File: config.mk
export PLATFORM = sky130hd
export DESIGN_NAME = multicycle_controller_flat
export DESIGN_NICKNAME = d
export VERILOG_FILES = /design/src/rtl/multicycle_controller_if.sv /design/src/rtl/multicycle_controller.sv /design/src/flat_wrapper.sv
export SDC_FILE = /design/constraint.sdc
export NUM_CORES = 1
export LEC_CHECK = 0
export CORE_ASPECT_RATIO = 0.9
export CORE_MARGIN = 1
export CORE_UTILIZATION = 45
export DETAILED_ROUTE_END_ITERATION = 8
export PLACE_DENSITY = 0.88
export SYNTH_ARGS = -nofsm -noshare
export SYNTH_HDL_FRONTEND = slang
export SYNTH_SLANG_ARGS = --single-unit
File: constraint.sdc
create_clock -name clk -period 4 [get_ports clk]
set_clock_uncertainty 0.2 [all_clocks]
set_input_delay 0.8 -clock clk [delete_from_list [all_inputs] [get_ports clk]]
set_output_delay 0.8 -clock clk [all_outputs]
set_load 0.03 [all_outputs]
File: src/rtl/multicycle_controller_if.sv
// Control bundle between the multicycle controller and the datapath.
// Decode fields and flags flow in; selects, enables and status flow out.
interface multicycle_controller_if #(
  parameter int CNT_W = 32
);
  logic [6:0]       op;
  logic [2:0]       funct3;
  logic             funct7;
  logic [3:0]       Flags;
  logic             PCWrite;
  logic             AdrSrc;
  logic             MemWrite;
  logic             IRWrite;
  logic             RegWrite;
  logic [1:0]       ResultSrc;
  logic [1:0]       ALUSrcA;
  logic [1:0]       ALUSrcB;
  logic [2:0]       ImmSrc;
  logic [3:0]       ALUControl;
  logic             Illegal;
  logic [3:0]       State;
  logic [CNT_W-1:0] Retired;

  modport master (
    input  op, funct3, funct7, Flags,
    output PCWrite, AdrSrc, MemWrite, IRWrite, RegWrite,
    output ResultSrc, ALUSrcA, ALUSrcB, ImmSrc, ALUControl,
    output Illegal, State, Retired
  );

  modport slave (
    output op, funct3, funct7, Flags,
    input  PCWrite, AdrSrc, MemWrite, IRWrite, RegWrite,
    input  ResultSrc, ALUSrcA, ALUSrcB, ImmSrc, ALUControl,
    input  Illegal, State, Retired
  );
endinterface

File: src/rtl/multicycle_controller.sv
// Moore control FSM for the multicycle RV32I core, with a
// retired-instruction counter and a sticky illegal-instruction flag.
module multicycle_controller #(
  parameter int CNT_W = 32
) (
  input logic clk,
  input logic RESET,
  multicycle_controller_if.master bus
);
  typedef enum logic [3:0] {
    FETCH    = 4'd0,
    DECODE   = 4'd1,
    MEMADR   = 4'd2,
    MEMREAD  = 4'd3,
    MEMWB    = 4'd4,
    MEMWRITE = 4'd5,
    EXECR    = 4'd6,
    EXECI    = 4'd7,
    ALUWB    = 4'd8,
    JAL      = 4'd9,
    JALR     = 4'd10,
    JALR2    = 4'd11,
    BRANCH   = 4'd12,
    LUI      = 4'd13,
    AUIPC    = 4'd14,
    ERROR    = 4'd15
  } state_t;

  localparam logic [3:0] A_ADD = 4'h0;
  localparam logic [3:0] A_SUB = 4'h1;
  localparam logic [3:0] A_PSB = 4'hA;

  state_t           state, next;
  logic [CNT_W-1:0] retired;
  logic             illegal;
  logic [3:0]       alu_dec;
  logic             taken;
  logic             bad_br;
  logic             retire;

  // State register, aborted straight to FETCH on reset
  always_ff @(posedge clk or posedge RESET) begin
    if (RESET) state <= FETCH;
    else       state <= next;
  end

  assign retire = (next == FETCH) &&
    (state == MEMWB || state == MEMWRITE ||
     state == ALUWB || state == BRANCH);

  // Retired counter and sticky trap
  always_ff @(posedge clk or posedge RESET) begin
    if (RESET) begin
      retired <= '0;
      illegal <= 1'b0;
    end else begin
      if (retire) retired <= retired + CNT_W'(1);
      if (next == ERROR) illegal <= 1'b1;
    end
  end

  // ALU operation from funct3; SUB only for register-register forms
  always_comb begin
    alu_dec = A_ADD;
    unique case (bus.funct3)
      3'b000: alu_dec = (state == EXECR && bus.funct7) ? A_SUB : A_ADD;
      3'b001: alu_dec = 4'h5;
      3'b010: alu_dec = 4'h8;
      3'b011: alu_dec = 4'h9;
      3'b100: alu_dec = 4'h4;
      3'b101: alu_dec = bus.funct7 ? 4'h7 : 4'h6;
      3'b110: alu_dec = 4'h3;
      3'b111: alu_dec = 4'h2;
      default: alu_dec = A_ADD;
    endcase
  end

  // Branch condition from NZCV of rs1 - rs2
  always_comb begin
    taken  = 1'b0;
    bad_br = 1'b0;
    unique case (bus.funct3)
      3'b000: taken = bus.Flags[2];
      3'b001: taken = !bus.Flags[2];
      3'b100: taken = bus.Flags[3] ^ bus.Flags[0];
      3'b101: taken = !(bus.Flags[3] ^ bus.Flags[0]);
      3'b110: taken = !bus.Flags[1];
      3'b111: taken = bus.Flags[1];
      default: bad_br = 1'b1;
    endcase
  end

  // Next state and per-state datapath controls
  always_comb begin
    next           = state;
    bus.PCWrite    = 1'b0;
    bus.AdrSrc     = 1'b0;
    bus.MemWrite   = 1'b0;
    bus.IRWrite    = 1'b0;
    bus.RegWrite   = 1'b0;
    bus.ResultSrc  = 2'b00;
    bus.ALUSrcA    = 2'b00;
    bus.ALUSrcB    = 2'b00;
    bus.ImmSrc     = 3'b000;
    bus.ALUControl = A_ADD;
    unique case (state)
      FETCH: begin
        bus.IRWrite   = 1'b1;
        bus.PCWrite   = 1'b1;
        bus.ALUSrcB   = 2'b10;
        bus.ResultSrc = 2'b10;
        next          = DECODE;
      end
      DECODE: begin
        bus.ALUSrcA = 2'b01;
        bus.ALUSrcB = 2'b01;
        bus.ImmSrc  = 3'b010;
        unique case (bus.op)
          7'b0000011,
          7'b0100011: next = MEMADR;
          7'b0110011: next = EXECR;
          7'b0010011: next = EXECI;
          7'b1101111: next = JAL;
          7'b1100111: next = JALR;
          7'b1100011: next = BRANCH;
          7'b0110111: next = LUI;
          7'b0010111: next = AUIPC;
          default:    next = ERROR;
        endcase
      end
      MEMADR: begin
        bus.ALUSrcA = 2'b10;
        bus.ALUSrcB = 2'b01;
        bus.ImmSrc  = bus.op[5] ? 3'b001 : 3'b000;
        next        = bus.op[5] ? MEMWRITE : MEMREAD;
      end
      MEMREAD: begin
        bus.AdrSrc = 1'b1;
        next       = MEMWB;
      end
      MEMWB: begin
        bus.ResultSrc = 2'b01;
        bus.RegWrite  = 1'b1;
        next          = FETCH;
      end
      MEMWRITE: begin
        bus.AdrSrc   = 1'b1;
        bus.MemWrite = 1'b1;
        next         = FETCH;
      end
      EXECR: begin
        bus.ALUSrcA    = 2'b10;
        bus.ALUControl = alu_dec;
        next           = ALUWB;
      end
      EXECI: begin
        bus.ALUSrcA    = 2'b10;
        bus.ALUSrcB    = 2'b01;
        bus.ALUControl = alu_dec;
        next           = ALUWB;
      end
      ALUWB: begin
        bus.RegWrite = 1'b1;
        next         = FETCH;
      end
      JAL, JALR2: begin
        bus.ALUSrcA = 2'b01;
        bus.ALUSrcB = 2'b10;
        bus.PCWrite = 1'b1;
        next        = ALUWB;
      end
      JALR: begin
        bus.ALUSrcA = 2'b10;
        bus.ALUSrcB = 2'b01;
        next        = JALR2;
      end
      BRANCH: begin
        bus.ALUSrcA    = 2'b10;
        bus.ALUControl = A_SUB;
        bus.PCWrite    = taken && !bad_br;
        next           = bad_br ? ERROR : FETCH;
      end
      LUI: begin
        bus.ALUSrcB    = 2'b01;
        bus.ImmSrc     = 3'b011;
        bus.ALUControl = A_PSB;
        next           = ALUWB;
      end
      AUIPC: begin
        bus.ALUSrcA = 2'b01;
        bus.ALUSrcB = 2'b01;
        bus.ImmSrc  = 3'b011;
        next        = ALUWB;
      end
      ERROR: next = ERROR;
      default: next = ERROR;
    endcase
  end

  assign bus.Illegal = illegal;
  assign bus.State   = state;
  assign bus.Retired = retired;
endmodule
File: src/flat_wrapper.sv
// flat-port wrapper written by rule: the top's interface ports become plain ports
module multicycle_controller_flat 
#(
  parameter int CNT_W = 32
)
  (clk, RESET, bus_op, bus_funct3, bus_funct7, bus_Flags, bus_PCWrite, bus_AdrSrc, bus_MemWrite, bus_IRWrite, bus_RegWrite, bus_ResultSrc, bus_ALUSrcA, bus_ALUSrcB, bus_ImmSrc, bus_ALUControl, bus_Illegal, bus_State, bus_Retired);
  multicycle_controller_if #(.CNT_W(CNT_W)) bus_i ();
  input logic clk;
  input logic RESET;
  input wire logic [$bits(bus_i.op)-1:0] bus_op;
  input wire logic [$bits(bus_i.funct3)-1:0] bus_funct3;
  input wire logic [$bits(bus_i.funct7)-1:0] bus_funct7;
  input wire logic [$bits(bus_i.Flags)-1:0] bus_Flags;
  output wire logic [$bits(bus_i.PCWrite)-1:0] bus_PCWrite;
  output wire logic [$bits(bus_i.AdrSrc)-1:0] bus_AdrSrc;
  output wire logic [$bits(bus_i.MemWrite)-1:0] bus_MemWrite;
  output wire logic [$bits(bus_i.IRWrite)-1:0] bus_IRWrite;
  output wire logic [$bits(bus_i.RegWrite)-1:0] bus_RegWrite;
  output wire logic [$bits(bus_i.ResultSrc)-1:0] bus_ResultSrc;
  output wire logic [$bits(bus_i.ALUSrcA)-1:0] bus_ALUSrcA;
  output wire logic [$bits(bus_i.ALUSrcB)-1:0] bus_ALUSrcB;
  output wire logic [$bits(bus_i.ImmSrc)-1:0] bus_ImmSrc;
  output wire logic [$bits(bus_i.ALUControl)-1:0] bus_ALUControl;
  output wire logic [$bits(bus_i.Illegal)-1:0] bus_Illegal;
  output wire logic [$bits(bus_i.State)-1:0] bus_State;
  output wire logic [$bits(bus_i.Retired)-1:0] bus_Retired;
  assign bus_i.op = bus_op;
  assign bus_i.funct3 = bus_funct3;
  assign bus_i.funct7 = bus_funct7;
  assign bus_i.Flags = bus_Flags;
  assign bus_PCWrite = bus_i.PCWrite;
  assign bus_AdrSrc = bus_i.AdrSrc;
  assign bus_MemWrite = bus_i.MemWrite;
  assign bus_IRWrite = bus_i.IRWrite;
  assign bus_RegWrite = bus_i.RegWrite;
  assign bus_ResultSrc = bus_i.ResultSrc;
  assign bus_ALUSrcA = bus_i.ALUSrcA;
  assign bus_ALUSrcB = bus_i.ALUSrcB;
  assign bus_ImmSrc = bus_i.ImmSrc;
  assign bus_ALUControl = bus_i.ALUControl;
  assign bus_Illegal = bus_i.Illegal;
  assign bus_State = bus_i.State;
  assign bus_Retired = bus_i.Retired;
  multicycle_controller #(.CNT_W(CNT_W)) u_core (.clk(clk), .RESET(RESET), .bus(bus_i));
endmodule
# After elaboration in Yosys (flattened, before gate mapping)
# Cells that the tools add are included.
[word_totals]
input_bits = 17
word_cells = 80
register_bits = 37
output_inout_bits = 55
[op_classes]
n_eq_ne = 32
n_mux = 19
bitwise_logic = 1
add_sub_neg = 1
reduce_logical = 24
[op_table]
columns = ["op", "count"]
rows = [
  ["4-bit one-hot mux with 8 select lines", 2],
  ["4-bit equality test (second input constant)", 9],
  ["4-bit one-hot mux with 9 select lines", 1],
  ["32-bit by 1-bit adder with 32-bit output (second input constant)", 1],
  ["7-bit by 6-bit equality test with 1-bit output (second input constant)", 3],
  ["7-bit equality test (second input constant)", 3],
  ["6-bit OR reduction", 3],
  ["4-bit by 3-bit equality test with 1-bit output (second input constant)", 4],
  ["7-bit by 5-bit equality test with 1-bit output (second input constant)", 2],
  ["3-bit equality test (second input constant)", 4],
  ["2-bit one-hot mux with 2 select lines", 3],
  ["4-bit one-hot mux with 3 select lines", 1],
  ["2-bit OR reduction", 5],
  ["3-bit one-hot mux with 3 select lines", 1],
  ["4-bit by 2-bit equality test with 1-bit output (second input constant)", 2],
  ["4-bit zero test", 2],
  ["7-bit by 2-bit equality test with 1-bit output (second input constant)", 1],
  ["1-bit two-way mux", 7],
  ["3-bit by 2-bit equality test with 1-bit output (second input constant)", 2],
  ["1-bit one-hot mux with 6 select lines", 1],
  ["3-bit OR reduction", 2],
  ["5-bit OR reduction", 1],
  ["4-bit by 1-bit equality test with 1-bit output (second input constant)", 1],
  ["4-bit two-way mux", 1],
  ["other kinds (9)", 15],
]

# Logic depth before layout (Yosys ltp)
# Gate-level depths: netlist (run 1).
[logic_depth]
word_depth = 6
depth_mapped = 7
depth_no_buf = 7

# Worst setup path before layout (run 1)
# No wires, ideal clock.
[synth_path]
path_kind = "register to output"
start = "reg u_core.state[1] (netlist: u_core.bus.State[1])"
end = "out bus_ALUControl[2]"
t_arrival_ps = 2168
path_stages_with_launch = 4
n_path_buf = 2
required_time_ps = 3000
path_slack_ps = 832
path_cell_list = "dfrtp_1 -> clkbuf_1 -> clkbuf_1 -> nor4b_1"
[synth_between]
elab_chain_len = 3
elab_cells_between_ends = 6
cone_classes = "eq/ne (4); mux (1); reduce/logical (1)"
[synth_rtl]
columns = ["item", "line", "rtl"]
rows = [
  ["start: declaration", "multicycle_controller.sv:33", "state_t state, next;"],
  ["start signal: assignment", "multicycle_controller.sv:44", "else state <= next;"],
  ["4-bit by 3-bit equality test with 1-bit output", "multicycle_controller.sv:106", "unique case (state)"],
  ["2-bit OR reduction (no line)", "-", ""],
  ["4-bit one-hot mux with 3 select lines (*)", "multicycle_controller.sv:106", ""],
  ["end: declaration", "flat_wrapper.sv:23", "output wire logic [$bits(bus_i.ALUControl)-1:0] bus_ALUControl;"],
]
# Every way passes the cells marked *; elsewhere a longest branch is shown, timed or not.

# Final worst setup path (run 1)
[layout_path]
start = "in bus_funct3[2]"
end = "out bus_PCWrite"
[layout_between]
elab_chain_len = 4
elab_cells_between_ends = 10
cone_classes = "eq/ne (5); mux (2); reduce/logical (3)"
[layout_rtl]
columns = ["item", "line", "rtl"]
rows = [
  ["start: declaration", "flat_wrapper.sv:11", "input wire logic [$bits(bus_i.funct3)-1:0] bus_funct3;"],
  ["3-bit equality test (tied with other cells)", "multicycle_controller.sv:82", "unique case (bus.funct3)"],
  ["1-bit one-hot mux with 6 select lines / 6-bit OR reduction (equally long branches)", "-", ""],
  ["1-bit logical AND (*)", "multicycle_controller.sv:180", "bus.PCWrite = taken && !bad_br;"],
  ["1-bit one-hot mux with 2 select lines (*)", "multicycle_controller.sv:106", ""],
  ["end: declaration", "flat_wrapper.sv:14", "output wire logic [$bits(bus_i.PCWrite)-1:0] bus_PCWrite;"],
]
# Marked as above.

==> impl_metrics.csv, run 1 <==
group,metric,value,unit
run_status,status,"finished clean",
clocking,tritoncts,"yes",
synth,synthArstFlopShare,1.00,
synth,synth_nets,267,
power_and_ir_drop,max-vdd-ir-drop,0.185,mV
power_and_ir_drop,pwr-share-clk,0.370,
routing,firstDrtPassIters,4,
synth,synthDistinctLibCells,58,
synth,yosys_warnings,0,
min_path,hp-class,"flop to flop",
worst_setup_path,crit_type,"input pin to primary output",
synth,synth_top_family_by_area,"simple AND/OR/NAND/NOR gates",
sta,hold_viol,0,
layout,fin_cells,382,
routing,drc,0,
floorplan,io_pins,72,
grt,grt_pass1_wl,9290,µm
floorplan,die_area,5450,µm²
floorplan,initial_core_util,0.474,
clocking,cts_setup_buffers,0,
routing,wl_per_cell,14.5,µm
clocking,cts.sinks,37,
power_and_ir_drop,internal_power,518,µW
grt,grt_pass1_vias,1944,
sta,slew_violations,0,
grt,grt_max_degree,38,
power_and_ir_drop,total_power,671,µW
synth,synth-simple-area-share,0.286,
synth,synth_xor_area_frac,0.132,
worst_setup_path,r2r_end,"u_core.bus.Retired[1]$_DFFE_PP0P_",
placement,io_buffers,70,
grt,grt.total_usage,0.216,
worst_setup_path,crit_fanout,8,
worst_setup_path,reg2reg_slack,1.03,ns
sta,finalCritPeriodShare,0.948,
power_and_ir_drop,p_seq_frac,0.557,
synth,netlist_instances,249,
synth,synth_compound_area_frac,0.129,
clocking,insertion_delay,0.29,ns
sta,final_period_minus_worst_setup_slack,3.79,ns
layout,final_nets,334,
clocking,clk_path_buf_depth,2,
layout,n_antenna_cell,0,
routing,totalWireLength,5540,µm
power_and_ir_drop,p_leak,1.28,nW
sta,fmax,264,MHz
sta,finalSetupViolCount,0,
routing,viasPerCell,5.47,
synth,synth_area_leader_cell,"dfrtp_1",
synth,yosysTopAreaCellShare,0.399,
worst_setup_path,cp-start-kind,"input pin",
power_and_ir_drop,p_sw_frac,0.228,
power_and_ir_drop,pwr_density_cell,213,nW/µm²
layout,synthToLayoutAreaGrowth,35.6,%
synth,netlist_top_cells_area,"dfrtp_1 40%, xnor2_1 7.5%, xor2_1 5.7%",
clocking,clk_pin_slew,0.07,ns
grt,antenna_found_initial,0,
floorplan,rows,24,
clocking,cts_buffers,5,
synth,synth_edf_count,0,
min_path,hp-start,"u_core.bus.Retired[25]$_DFFE_PP0P_",
synth,synth_flop_cell,"dfrtp_1",
synth,syn_area_per_cell,9.33,µm²
synth,yosysSeqAreaShare,0.399,
worst_setup_path,reg2reg_depth,6,
worst_setup_path,worst_ep_arrival_time,2.79,ns
floorplan,die-height,70.2,µm
clocking,cts_resized,0,
routing,routed-via-count,2089,
sta,grt_setup_unrepaired,"false",
clocking,postCtsHoldBufs,0,
sta,tightest_slew,0.639,ns
power_and_ir_drop,p_sw,153,µW
routing,dr.first_iter.drc_count,174,
synth,synth.area.mux_share,0.0108,
min_path,hold_depth,1,
floorplan,die_x,77.7,µm
min_path,hold_end,"u_core.bus.Retired[25]$_DFFE_PP0P_",
sta,relSlewSlack,0.568,
flow_run,drv_cap,0,
sta,hold_slack,0.290,ns
sta,setup_tns,0,ns
grt,grt_overflow,0,
floorplan,core_area,4890,µm²
clocking,cts-htree-levels,2,
clocking,clk_root_buffer_cell,"clkbuf_8",
power_and_ir_drop,power_frac_comb,0.073,
routing,ant_nets,0,
layout,fillCellCount,412,
worst_setup_path,r2r_start,"u_core.bus.State[0]$_DFF_PP0_",
worst_setup_path,worst_setup_path_end_kind,"primary output",
synth,syn_area,2320,µm²
placement,dp.cells,374,
placement,dpl.hpwl,4070,µm
synth,synthAdderAreaFrac,0.00539,
layout,drive_gt1_frac,0.0726,
synth,yosys_register_bits,37,
worst_setup_path,critPathRequiredTime,3.00,ns
placement,gp_congestion,0.866,
==> worst max-delay path by stage <==
| stage | cells past startpoint | end | slack (ns) | start |
|---|---|---|---|---|
| 6_report | 6 | bus_PCWrite | 0.21 | bus_funct3[2] |
| 2_1_floorplan | 3 | bus_ALUControl[2] | 0.83 | u_core.bus.State[1]$_DFF_PP0_ |
| 3_3_place_gp | 6 | bus_PCWrite | 0.26 | bus_funct3[2] |
| 3_5_place_dp | 6 | bus_PCWrite | 0.21 | bus_funct3[2] |
| 4_1_cts | 6 | bus_PCWrite | 0.19 | bus_funct3[2] |
| 5_1_grt | 6 | bus_PCWrite | 0.11 | bus_funct3[2] |
==> per-layer routing <==
| layer | vias up | track usage | wire, µm |
|---|---|---|---|
| met5 | - | 0 | 0 |
| met4 | 0 | 0.0964 | 125 |
| met3 | 13 | 0.0418 | 255 |
| met2 | 55 | 0.336 | 2650 |
| met1 | 998 | 0.292 | 2510 |
| li1 | 1023 | - | - |
==> through the flow <==
stage          utilization  area, µm²  setup WS [ns]
3_5_place_dp         0.627       3070          0.208
4_1_cts              0.643       3150          0.195
6_report             0.643       3150          0.207
3_3_place_gp         0.627       3070          0.262
2_1_floorplan            -       2320          0.832
5_1_grt              0.643       3150          0.106
==> layout by cell type, fill, tap and decap left out, drive strengths merged, types with 2 or more instances in the layout <==
cell / n
a21boi: 3
a21o: 2
a21oi: 6
a41o: 2
and3: 6
buf: 3
clkbuf: 6
clkdlybuf4s50: 70
clkinv: 2
dfrtp: 37
inv: 7
nand2: 24
nand2b: 5
nand3: 5
nand3b: 6
nand4: 10
nor2: 23
nor2b: 7
nor3: 10
nor3b: 3
nor4: 2
nor4b: 2
o2111ai: 3
o211ai: 2
o21a: 2
o21ai: 3
o22ai: 3
o32a: 2
or3: 5
or4b: 2
xnor2: 20
xor2: 15
==> state kept, by name (all words and copies together) (netlist names) <==
name	cells
u_core.bus.State	4
u_core.bus.Retired	32
u_core.bus.Illegal	1
==> synth_stat cells (2+ instances only) <==
cell       count
xnor2_1       20
and3_1         6
nor3b_1        3
nor4_1         2
nand2b_1       5
buf_4          2
xor2_1        15
o22ai_1        3
nor2_1        23
clkbuf_1       7
dfrtp_1       37
o21ai_0        2
nand2_1       24
o2111ai_1      2
nand3_1        5
nand4_1       10
nand3b_1       4
o32a_1         2
a21boi_0       3
o211ai_1       2
buf_2          3
a21oi_1        6
a21o_1         2
inv_1          7
a41o_1         2
nor3_1        10
nor2b_1        7
or3_1          5
==> final cells by class <==
type / instances / area [µm²] / area share
Tap cell: 65 / 81.3 / 0.0258
Timing Repair Buffer: 73 / 723 / 0.230
Clock inverter: 2 / 10.0 / 0.00318
Clock buffer: 6 / 72.6 / 0.0230
Sequential cell: 37 / 926 / 0.294
Multi-Input combinational cell: 192 / 1310 / 0.416
Inverter: 7 / 26.3 / 0.00834
==> worst max-delay path, stage by stage <==
cell,delay [ns]
clkdlybuf4s50_1,0.62
mux2i_1,0.28
xor2_1,0.09
o22ai_1,0.16
a41o_1,0.18
clkdlybuf4s50_1,0.66
==> cell families after synthesis <==
logic type               after synthesis
buffers and inverters                 20
other                                  1
AO/OA/AOI/OAI                         37
AND/OR/NAND/NOR                      116
flip-flops                            37
adder cells (fa/ha/maj)                1
multiplexers                           2
XOR/XNOR                              35
==> power by group through the flow <==
stage                     sequential, mW  combinational [mW]  clock, mW
after CTS                          0.374              0.0498      0.255
after global routing               0.374              0.0547      0.276
after global placement             0.381              0.0481          0
after detailed placement           0.381              0.0496          0
after floorplan                    0.381              0.0259          0
final                              0.374              0.0491      0.248
Power figures use the tool's default switching activity.
==> inputs of run 2 (changes only) <==
--- a/config.mk
+++ b/config.mk
@@ -10,6 +10,8 @@
 export CORE_UTILIZATION = 45
 export DETAILED_ROUTE_END_ITERATION = 8
 export PLACE_DENSITY = 0.88
+export SETUP_SLACK_MARGIN = 0.3
+export SKIP_LAST_GASP = 1
 export SYNTH_ARGS = -nofsm -noshare
 export SYNTH_HDL_FRONTEND = slang
 export SYNTH_SLANG_ARGS = --single-unit
==> constraint.sdc (replaced) <==
create_clock -name clk -period 3.51 [get_ports clk]
set_clock_uncertainty 0.2 [all_clocks]
set_input_delay 0.702 -clock clk [delete_from_list [all_inputs] [get_ports clk]]
set_output_delay 0.702 -clock clk [all_outputs]
set_load 0.03 [all_outputs]
==> run 2 against run 1 <==
  * Final cell count rose by 0.52%
  * Register-to-register slack worse by 0.27 ns
  * Total power is 16% higher
  * Die area unchanged
  * Global-route usage is 0.78 points lower
  * Via count is 0.38% lower
  * Sequential power rose by 14%
  * Critical path depth decreased by 2
==> impl_metrics.csv, run 2 (synthesis results as in run 1) <==
group,metric,value,unit
clocking,cts_buffers,5,
worst_setup_path,critPathRequiredTime,2.61,ns
worst_setup_path,cp-start-kind,"flop",
layout,fillCellCount,415,
routing,firstDrtPassIters,4,
floorplan,die_area,5450,µm²
worst_setup_path,worst_ep_arrival_time,2.23,ns
clocking,insertion_delay,0.28,ns
worst_setup_path,crit_slowest_cell,"clkdlybuf4s50_1",
worst_setup_path,worst_setup_path_end_kind,"primary output",
worst_setup_path,reg2reg_depth,6,
worst_setup_path,crit_type,"flop to primary output",
clocking,cts_setup_buffers,0,
routing,wl_per_cell,14.1,µm
sta,hold_slack,0.291,ns
layout,drive_gt1_frac,0.0940,
worst_setup_path,crit_fanout,11,
routing,totalWireLength,5410,µm
sta,fmax,320,MHz
sta,final_period_minus_worst_setup_slack,3.13,ns
layout,final_nets,337,
routing,dr.first_iter.drc_count,178,
routing,viasPerCell,5.42,
layout,final_common_cell,"clkdlybuf4s50_1",
power_and_ir_drop,max-vdd-ir-drop,0.201,mV
min_path,hold_depth,1,
floorplan,rows,24,
grt,grt_max_degree,38,
worst_setup_path,path_delay_family,"simple AND/OR/NAND/NOR gates",
placement,gp_congestion,0.848,
floorplan,core_area,4890,µm²
layout,n_antenna_cell,0,
min_path,hold_end,"u_core.bus.Retired[4]$_DFFE_PP0P_",
floorplan,io_pins,72,
clocking,cts-htree-levels,2,
floorplan,initial_core_util,0.474,
power_and_ir_drop,pwr_density_cell,245,nW/µm²
worst_setup_path,cp_num_buf_inv,1,
power_and_ir_drop,p_leak,1.32,nW
layout,multi_input_area,1310,µm²
placement,io_buffers,70,
sta,slew_violations,0,
run_status,status,"finished clean",
floorplan,die-height,70.2,µm
worst_setup_path,cp_slowest_stage_delay,0.60,ns
layout,final_cell_mix,"64 x clkdlybuf4s50_1, 35 x dfrtp_1, 24 x nand2_1, 22 x nor2_1, 20 x xnor2_1",
clocking,clk_path_buf_depth,2,
floorplan,die_x,77.7,µm
clocking,clk_pin_slew,0.07,ns
worst_setup_path,crit_chain,"nor2b_1, or3b_2, a32o_1, clkdlybuf4s50_1",
clocking,cts.sinks,37,
routing,drc,0,
grt,grt_pass1_vias,1908,
worst_setup_path,r2r_end,"u_core.bus.Retired[1]$_DFFE_PP0P_",
sta,finalSetupViolCount,0,
sta,tightest_slew,0.495,ns
sta,finalCritPeriodShare,0.891,
routing,ant_nets,0,
clocking,clk_root_buffer_cell,"clkbuf_8",
clocking,tritoncts,"yes",
sta,setup_tns,0,ns
sta,relSlewSlack,0.669,
sta,hold_viol,0,
min_path,hp-start,"u_core.bus.Retired[4]$_DFFE_PP0P_",
layout,regArea,928,µm²
grt,antenna_found_initial,0,
worst_setup_path,reg2reg_slack,0.76,ns
sta,grt_setup_unrepaired,"false",
flow_run,drv_cap,0,
placement,dpl.hpwl,4030,µm
worst_setup_path,r2r_start,"u_core.bus.State[0]$_DFF_PP0_",
layout,largest_reg_flops,32,
min_path,hp-class,"flop to flop",
grt,grt_pass1_wl,9000,µm
grt,grt_overflow,0,
layout,synthToLayoutAreaGrowth,36.7,%
routing,routed-via-count,2081,
grt,grt.total_usage,0.208,
[run 2: layout make-up]
| class | instances | area share |
|---|---|---|
| clock buffer | 7 | 0.0272 |
| tap | 65 | 0.0256 |
| multi-input combinational | 192 | 0.413 |
| timing repair buffer | 76 | 0.233 |
| inverter | 7 | 0.00828 |
| sequential | 37 | 0.292 |
[run 2: what timing repair did]
item | in CTS | in global routing
hold endpoints to repair | 0 | 0
hold buffers | 0 | 0
cloned | 0 | 0
gates resized for setup | 3 | 4
endpoints found under the setup margin | 3 | 5
[run 2: power breakdown]
group	internal, mW	switching [mW]
Combinational	0.0271	0.0298
Sequential	0.426	0
Clock	0.156	0.139
Total	0.609	0.169
[run 2: through the flow]
step / std cells / setup slack, ns / util / power [mW] / instance area [µm²]
2_1_floorplan: 249 / 0.440 / - / 0.464 / 2320
3_3_place_gp: 377 / 0.203 / 0.630 / 0.490 / 3080
3_5_place_dp: 377 / 0.142 / 0.630 / 0.492 / 3080
4_1_cts: 384 / 0.324 / 0.647 / 0.782 / 3170
5_1_grt: 384 / 0.339 / 0.649 / 0.808 / 3170
6_report: 384 / 0.382 / 0.649 / 0.778 / 3170
[run 2: how the worst max path moves through the flow]
stage,from,end,slack [ns],cells past startpoint
floorplan,u_core.bus.State[1]$_DFF_PP0_,bus_ALUControl[2],0.44,3
global placement,bus_funct3[2],bus_ALUControl[2],0.20,4
detailed placement,bus_funct3[2],bus_ALUControl[2],0.14,4
CTS,u_core.bus.State[3]$_DFF_PP0_,bus_ALUSrcB[0],0.32,4
global route,u_core.bus.State[3]$_DFF_PP0_,bus_ALUSrcB[0],0.34,4
finish,u_core.bus.State[3]$_DFF_PP0_,bus_ALUSrcB[0],0.38,4
[run 2: worst register-to-register path, stage by stage, from the launching register on]
cell	delay, ns
dfrtp_2	0.59
or4b_4	0.57
o32a_1	0.44
o21a_2	0.26
o21ai_4	0.10
or4_4	0.19
mux2_4	0.29
[run 2: metal layers]
layer | GRT usage | vias up | routed length (µm)
li1 | - | 1021 | -
met1 | 0.281 | 998 | 2550
met2 | 0.328 | 50 | 2540
met3 | 0.0405 | 12 | 213
met4 | 0.0839 | 0 | 111
met5 | 0 | - | 0
